==> config.mk <==
export PLATFORM = sky130hd
export DESIGN_NAME = ms7200_link_monitor
export DESIGN_NICKNAME = d
export VERILOG_FILES = /design/src/rtl/ms7200_link_monitor.sv
export SDC_FILE = /design/constraint.sdc
export NUM_CORES = 1
export LEC_CHECK = 0
export CAP_MARGIN = 30
export CORE_MARGIN = 1.5
export CORE_UTILIZATION = 48
export CTS_CLUSTER_DIAMETER = 60
export DETAILED_ROUTE_END_ITERATION = 10
export PLACE_DENSITY_LB_ADDON = 0.15
export SLEW_MARGIN = 20
export SYNTH_ARGS = -nofsm -noshare
export SYNTH_HDL_FRONTEND = slang
export SYNTH_SLANG_ARGS = --single-unit
==> constraint.sdc <==
create_clock -name clk -period 1.8 [get_ports clk]
set_input_delay 0.36 -clock clk [delete_from_list [all_inputs] [get_ports clk]]
set_output_delay 0.36 -clock clk [all_outputs]
set_load 0.02 [all_outputs]
==> src/rtl/ms7200_link_monitor.sv <==
// Post-init MS7200 link supervisor: polls the status register and debounces the lock bits.
// Latency: first read POLL_CYCLES clocks after init_over is sampled high; lock changes one clock after the deciding read.
// Backpressure: a poll is held while the I2C master reports busy; a stalled read is abandoned after TIMEOUT_CYCLES.
module ms7200_link_monitor #(
  parameter int unsigned POLL_CYCLES    = 1_000_000,
  parameter int unsigned TIMEOUT_CYCLES = 100_000,
  parameter logic [7:0]  DEVICE_ID      = 8'h56,
  parameter logic [15:0] STAT_ADDR      = 16'h0010,
  parameter logic [7:0]  LOCK_MASK      = 8'h03,
  parameter logic [7:0]  LOCK_VAL       = 8'h03,
  parameter int unsigned LOCK_CNT       = 3,
  parameter int unsigned LOSS_CNT       = 2
) (
  input  logic        clk,
  input  logic        rst_n,
  input  logic        init_over,
  output logic [7:0]  device_id,
  output logic        iic_trig,
  output logic        w_r,
  output logic [15:0] addr,
  output logic [7:0]  data_in,
  input  logic        busy,
  input  logic [7:0]  data_out,
  input  logic        byte_over,
  output logic        link_locked,
  output logic        reinit_req,
  output logic [7:0]  last_status,
  output logic [7:0]  err_cnt
);

  localparam int unsigned PW = $clog2(POLL_CYCLES + 1);
  localparam int unsigned TW = $clog2(TIMEOUT_CYCLES + 1);

  typedef enum logic [2:0] {
    S_IDLE, S_WAIT, S_TRIG, S_WAIT_BYTE, S_EVAL, S_WAIT_FREE
  } state_t;

  state_t          state, state_nxt;
  logic [PW-1:0]   poll_tmr;
  logic [TW-1:0]   to_tmr;
  logic [3:0]      good_cnt, bad_cnt;
  logic [3:0]      good_nxt, bad_nxt;
  logic            poll_done, to_done, good_read;

  // The bus request is a read of one fixed register, so these never change.
  assign device_id = DEVICE_ID;
  assign w_r       = 1'b0;
  assign addr      = STAT_ADDR;
  assign data_in   = 8'h00;

  assign poll_done = (poll_tmr == PW'(POLL_CYCLES - 1));
  assign to_done   = (to_tmr == TW'(TIMEOUT_CYCLES - 1));
  assign good_read = ((last_status & LOCK_MASK) == LOCK_VAL);
  assign good_nxt  = (good_cnt == 4'(LOCK_CNT)) ? good_cnt : good_cnt + 4'd1;
  assign bad_nxt   = (bad_cnt == 4'(LOSS_CNT)) ? bad_cnt : bad_cnt + 4'd1;

  // State register.
  always_ff @(posedge clk or negedge rst_n) begin
    if (!rst_n) state <= S_IDLE;
    else        state <= state_nxt;
  end

  // Next-state logic; losing init_over abandons whatever is in progress.
  always_comb begin
    state_nxt = state;
    if (!init_over) begin
      state_nxt = S_IDLE;
    end else begin
      case (state)
        S_IDLE:      state_nxt = S_WAIT;
        S_WAIT:      if (poll_done && !busy) state_nxt = S_TRIG;
        S_TRIG:      state_nxt = S_WAIT_BYTE;
        S_WAIT_BYTE: begin
          // A byte arriving on the timeout cycle still counts as a read.
          if (byte_over)    state_nxt = S_EVAL;
          else if (to_done) state_nxt = S_WAIT_FREE;
        end
        S_EVAL:      state_nxt = S_WAIT_FREE;
        S_WAIT_FREE: if (!busy) state_nxt = S_WAIT;
        default:     state_nxt = S_IDLE;
      endcase
    end
  end

  // Start pulse is decoded straight from the single-cycle TRIG state.
  always_comb begin
    iic_trig = (state == S_TRIG);
  end

  // Timers, debounce counters, lock flag and status capture.
  always_ff @(posedge clk or negedge rst_n) begin
    if (!rst_n) begin
      poll_tmr    <= '0;
      to_tmr      <= '0;
      good_cnt    <= '0;
      bad_cnt     <= '0;
      link_locked <= 1'b0;
      reinit_req  <= 1'b0;
      last_status <= 8'h00;
      err_cnt     <= 8'h00;
    end else if (!init_over) begin
      // last_status and err_cnt survive a de-init for diagnostics.
      poll_tmr    <= '0;
      to_tmr      <= '0;
      good_cnt    <= '0;
      bad_cnt     <= '0;
      link_locked <= 1'b0;
      reinit_req  <= 1'b0;
    end else begin
      reinit_req <= 1'b0;
      case (state)
        S_IDLE: poll_tmr <= '0;
        S_WAIT: if (!poll_done) poll_tmr <= poll_tmr + PW'(1);
        S_TRIG: to_tmr <= '0;
        S_WAIT_BYTE: begin
          if (byte_over) begin
            last_status <= data_out;
          end else if (to_done) begin
            if (err_cnt != 8'hFF) err_cnt <= err_cnt + 8'd1;
          end else begin
            to_tmr <= to_tmr + TW'(1);
          end
        end
        S_EVAL: begin
          if (good_read) begin
            good_cnt <= good_nxt;
            bad_cnt  <= '0;
            if (good_nxt == 4'(LOCK_CNT) && !link_locked) link_locked <= 1'b1;
          end else begin
            bad_cnt  <= bad_nxt;
            good_cnt <= '0;
            if (bad_nxt == 4'(LOSS_CNT) && link_locked) begin
              link_locked <= 1'b0;
              reinit_req  <= 1'b1;
            end
          end
        end
        S_WAIT_FREE: if (!busy) poll_tmr <= '0;
        default: ;
      endcase
    end
  end

endmodule
; ---- Word-level counts from Yosys, hierarchy flattened
; Index checks and enable logic that the tools add are counted.
[totals]
elab_cells = 82
input_bits = 13
register_bits = 66
output_inout_bits = 52
[classes]
n_reduce_logical = 12
mux = 31
add_sub_neg = 5
n_eq_ne = 24
bitwise_logic = 1
[ops]
columns = operator, count
row1 = $mux W20, 3
row2 = $pmux W20 S3, 1
row3 = $mux W17, 3
row4 = $pmux W17 S2, 1
row5 = $mux W4, 8
row6 = $add A20 B1 Y20 const B, 1
row7 = $eq A20 B20 Y1 const B, 1
row8 = $pmux W3 S6, 1
row9 = $add A17 B1 Y17 const B, 1
row10 = $eq A17 B17 Y1 const B, 1
row11 = $eq A4 B2 Y1 const B, 4
row12 = $mux W3, 5
row13 = $ne A3 B3 Y1 const B, 5
row14 = $reduce_and A3 Y1, 5
row15 = $mux W1, 9
row16 = $add A4 B1 Y4 const B, 2
row17 = $add A8 B1 Y8 const B, 1
row18 = $ne A8 B8 Y1 const B, 1
row19 = $eq A3 B2 Y1 const B, 2
row20 = $eq A3 B3 Y1 const B, 2
row21 = $ne A3 B1 Y1 const B, 2
row22 = $reduce_and A5 Y1, 1
row23 = $ne A4 B1 Y1 const B, 1
row24 = $ne A4 B4 Y1 const B, 1
row25 = 8 further kinds, 11

; ---- Logic depth before layout (Yosys ltp)
[logic_depth]
word_depth = 8
mapped_depth = 8
mapped_depth_nobuf = 7

; ---- Least setup slack after synthesis
; No wires, ideal clock.
[synth_path]
path_type = register to register
startpoint = register to_tmr[0]
endpoint = register err_cnt[1]
setup_ns = 0.127
path_stages_with_launch = 7
path_slack_ns = -0.127
synth_period_minus_slack_ns = 1.927
t_arrival_ns = 1.800
t_required_ns = 1.673
path_cell_list = dfrtp_1 > ha_1 > and3_1 > buf_1 > nand2_1 > nor4_4 > mux2_1
[synth_via]
elab_chain_cells = 2
[synth_lines]
columns = element, line
row1 = "start, declared", 40  ; logic [TW-1:0] to_tmr;
row2 = "start signal, assigned", 121  ; to_tmr <= to_tmr + TW'(1);
row3 = $eq A17 B17 Y1, 52  ; assign to_done = (to_tmr == TW'(TIMEOUT_CYCLES - 1));
row4 = $reduce_and A5 Y1 (no line), n/a
row5 = "end signal, assigned", 119  ; if (err_cnt != 8'hFF) err_cnt <= err_cnt + 8'd1;
row6 = "end, declared", 28  ; output logic [7:0] err_cnt
; Every way passes these cells.
; A chain may end at the register's enable or synchronous reset.

; ---- Final worst setup path
[layout_path]
startpoint = register state[2]
endpoint = register to_tmr[13]
[layout_via]
elab_chain_cells = 3
elab_cells_between_ends = 8
classes_between = eq/ne (5) / mux (2) / reduce/logical (1)
[layout_lines]
columns = element, line
row1 = "start, declared", 38  ; state_t state, state_nxt;
row2 = "start signal, assigned", 60  ; else state <= state_nxt;
row3 = $eq A3 B2 Y1, 111  ; case (state)
row4 = "$ne A3 B3 Y1 (no line), or another cell as far along", n/a
row5 = $reduce_and A3 Y1 (no line) / $mux W17 (equally long branches), n/a
; Parallel ways exist; a longest one is shown, timed or not.

==> summary.md <==
Route
• **met3 routed wirelength** 412 µm
• **uppermost metal layer occupied by signal nets** met4
• **via count** 3413
• **DRT antenna net count** 0
• **detailed-route wire length** 8760 µm
• **via density per instance** 5.51
• **DR WL/cell** 14.1 µm
• **first-pass iteration count of the detailed router** 4
• **starting DRC count in detailed routing** 205
• **post-detailed-route DRC marker count** 0
• **met2 wire length** 4140 µm
• **met1 routed wirelength after detailed routing** 4070 µm

STA
• **final-layout setup total negative slack** -0.498 ns
• **worst setup margin** -0.106 ns
• **number of max-slew violations in the final report** 0
• **unrepaired setup endpoints after global routing** true
• **# setup viols final** 9
• **f_max** 525 MHz
• **Clock Skews** 0.0149 ns
• **number of hold violations in the final report** 0
• **post-route fraction of the period consumed by the critical path** 106%
• **time the final worst path needs with I/O delays and setup** 1.91 ns
• **hold slack** 0.0173 ns

Critical path
• **Worst Path Arrival** 2.19 ns
• **largest stage delay on the critical path** 0.52 ns
• **type of the setup path with the least slack** reg2reg
• **launching element type of the critical path** flip-flop
• **WP buf/inv** 1
• **Reg2Reg Capture Point** to_tmr[13]
• **Crit. End Element** flip-flop
• **depth of the worst register-to-register path** 6
• **startpoint of the worst-slack reg-to-reg timing path** state[2]
• **cells along the critical path** or3b_4 > inv_4 > o311ai_2 > o21bai_4 > or4_4 > a21oi_2
• **cell family contributing the most delay on the critical path** simple AND/OR/NAND/NOR gates
• **FF-to-FF setup slack** -0.11 ns
• **CP required** 2.09 ns
• **slowest stage cell, crit path** or4_4
• **Max Fanout on Critical Path** 5

Power and ir drop
• **Pwr Density** 724 nW/µm²
• **Final Total Pwr** 3650 µW
• **Leakage Power** 0.00223 µW
• **worst vdd ir** 0.551 mV

Layout
• **fraction of layout instances using a drive strength above 1** 28.2%
• **area added between synthesis and finish** 32.6%
• **number of inserted diodes** 0
• **non-filler instance count after layout** 619
• **net total in the final layout** 534
• **area of all placed cells without fillers** 5030 µm²

Synthesis
• **count of cell types in the netlist** 56
• **netlist area before placement** 3790 µm²
• **gate count after technology mapping** 417
• **Post-synth EDFFs** 0
• **Synth async-reset ratio** 100%
• **Yosys warning count** 0
• **mean post-synth cell area** 9.10 µm²
• **synthesized flop and latch total** 66
• **most numerous cell types in the synthesized netlist** dfrtp_1, o21ai_0, nand2_1, buf_4, nor2_1
• **most common cell in the synthesized netlist** dfrtp_1
• **register area share after synthesis** 43.5%
• **share of the synthesized area in the top cell type** 43.5%
• **most instantiated flip-flop cell in the synthesis netlist** dfrtp_1
• **Synth area leader** dfrtp_1
• **top cells by area, synth** dfrtp_1, buf_4, o21ai_0, nand2_1, nor2_1

Global route
• **wire length of the first global-routing pass** 15000 µm
• **vias in the first global route** 3195
• **antenna violations before repair** 0
• **Congestion Overflow GR** 0
• **pin count of the biggest net entering global routing** 67
• **combined global-route utilization of all metal layers** 22.0%

Clocking
• **number of levels the H-tree was split into** 3
• **clock latency on the worst-skew pair** 0.35 ns
• **root buffer cell** clkbuf_8
• **TritonCTS clock tree** built
• **number of buffers inserted during clock tree synthesis** 9
• **maximum clock path buffer count** 2
• **clock-pin slew on the worst setup and hold paths** 0.08 ns
• **number of sinks on the clock net** 66
• **Hold-fix buffers, CTS** 0

Floorplan
• **chip width** 91.9 µm
• **Row Count** 32
• **initial standard-cell utilization of the core** 49.4%
• **height of the die** 91.9 µm
• **ports placed on the boundary** 65
• **area of the core** 7690 µm²
• **area of the die** 8450 µm²

Place
• **Cell Area, Placed** 4550 µm²
• **Placed Cells** 597
• **weighted congestion at the end of routability-driven global placement** 0.886
• **count of input and output buffers** 31
• **detailed placement HPWL** 6040 µm

Hold path
• **path category of the worst min-delay check** in2async

Outcome
• **run status** complete, but fails checks
• **violations in the final reports** negative setup slack

Run
• **Max Cap Viol** 0

report_power, final:
group          internal (µW)  leakage, µW  total, µW  switching, µW
clock                    468    0.0000766       1020            548
sequential              1590     0.000908       1670           73.5
combinational            429      0.00125        962            533
flip-flops by register name (all words and copies together) (netlist names), 3 cells and up:
register	cells
bad_cnt	4
last_status	8
good_cnt	4
state	3
poll_tmr	20
err_cnt	8
to_tmr	17
final cells by class:
cell class,count,area (µm²)
clock buffers,9,124
clock inverters,4,22.5
fillers,622,2660
inverters,5,21.3
multi-input cells,330,2170
flip-flops and latches,66,1650
well taps,102,128
repair buffers,103,913
per-layer routing:
metal	global-route usage, %	up-vias
li1	-	1673
met4	6.79	0
met3	4.89	16
met2	34.0	91
met5	0	-
met1	30.8	1633
worst max path at each step:
stage                     cells after the start      start          to  slack, ns
after floorplan                               6   state[0]  to_tmr[13]      -0.10
after global placement                        6  byte_over  to_tmr[13]      -0.40
final                                         6   state[2]  to_tmr[13]      -0.11
after CTS                                     6   state[0]  to_tmr[15]       -0.1
after detailed placement                      6  byte_over  to_tmr[13]      -0.50
after global routing                          6   state[2]  to_tmr[13]      -0.16
cell families (layout without fill, tap and decap cells):
kind of cell    count (synthesis)  after routing  synth area share [%]
other cells                     2             33                 0.198
xor+xnor                       10             10                  2.31
simple gates                  159            159                  22.5
compound gates                112            112                  18.1
fa+ha+maj                       6              6                  1.98
mux                            10             10                  2.93
buf+inv                        52            121                  8.54
flops                          66             66                  43.5
repair_timing:
item,CTS,global route
gates cloned,0,3
setup endpoints to repair,26,32
setup buffers,3,3
hold endpoints to repair,0,0
resized for setup,26,66
pin swaps,11,22
cells in the final DEF, fill, tap and decap left out, drive strengths merged, types with 4 or more instances in the layout:
| master | n |
|---|---|
| nand3 | 13 |
| o21ai | 46 |
| nor2 | 32 |
| clkbuf | 9 |
| dfrtp | 66 |
| o41ai | 6 |
| or4 | 5 |
| inv | 4 |
| nand4 | 17 |
| ha | 6 |
| clkdlybuf4s50 | 26 |
| buf | 74 |
| nand2 | 44 |
| mux2 | 9 |
| a31oi | 8 |
| nor4 | 5 |
| clkinv | 4 |
| xnor2 | 7 |
| and3 | 11 |
| o31ai | 14 |
| conb | 33 |
| nand2b | 5 |
| a21oi | 21 |
through the flow:
| stage | setup slack, ns | utilization, % |
|---|---|---|
| floorplan | -0.103 | - |
| detailed placement | -0.501 | 59.2 |
| global route | -0.156 | 65.5 |
| CTS | -0.0998 | 62.3 |
| global placement | -0.404 | 59.2 |
| finish | -0.106 | 65.5 |
worst reg2reg max path: stages, from the launching register on:
cell	delay, ns
dfrtp_1	0.38
or3b_4	0.44
inv_4	0.07
o311ai_2	0.09
o21bai_4	0.22
or4_4	0.53
a21oi_2	0.13
(Power assumes the default switching activity.)
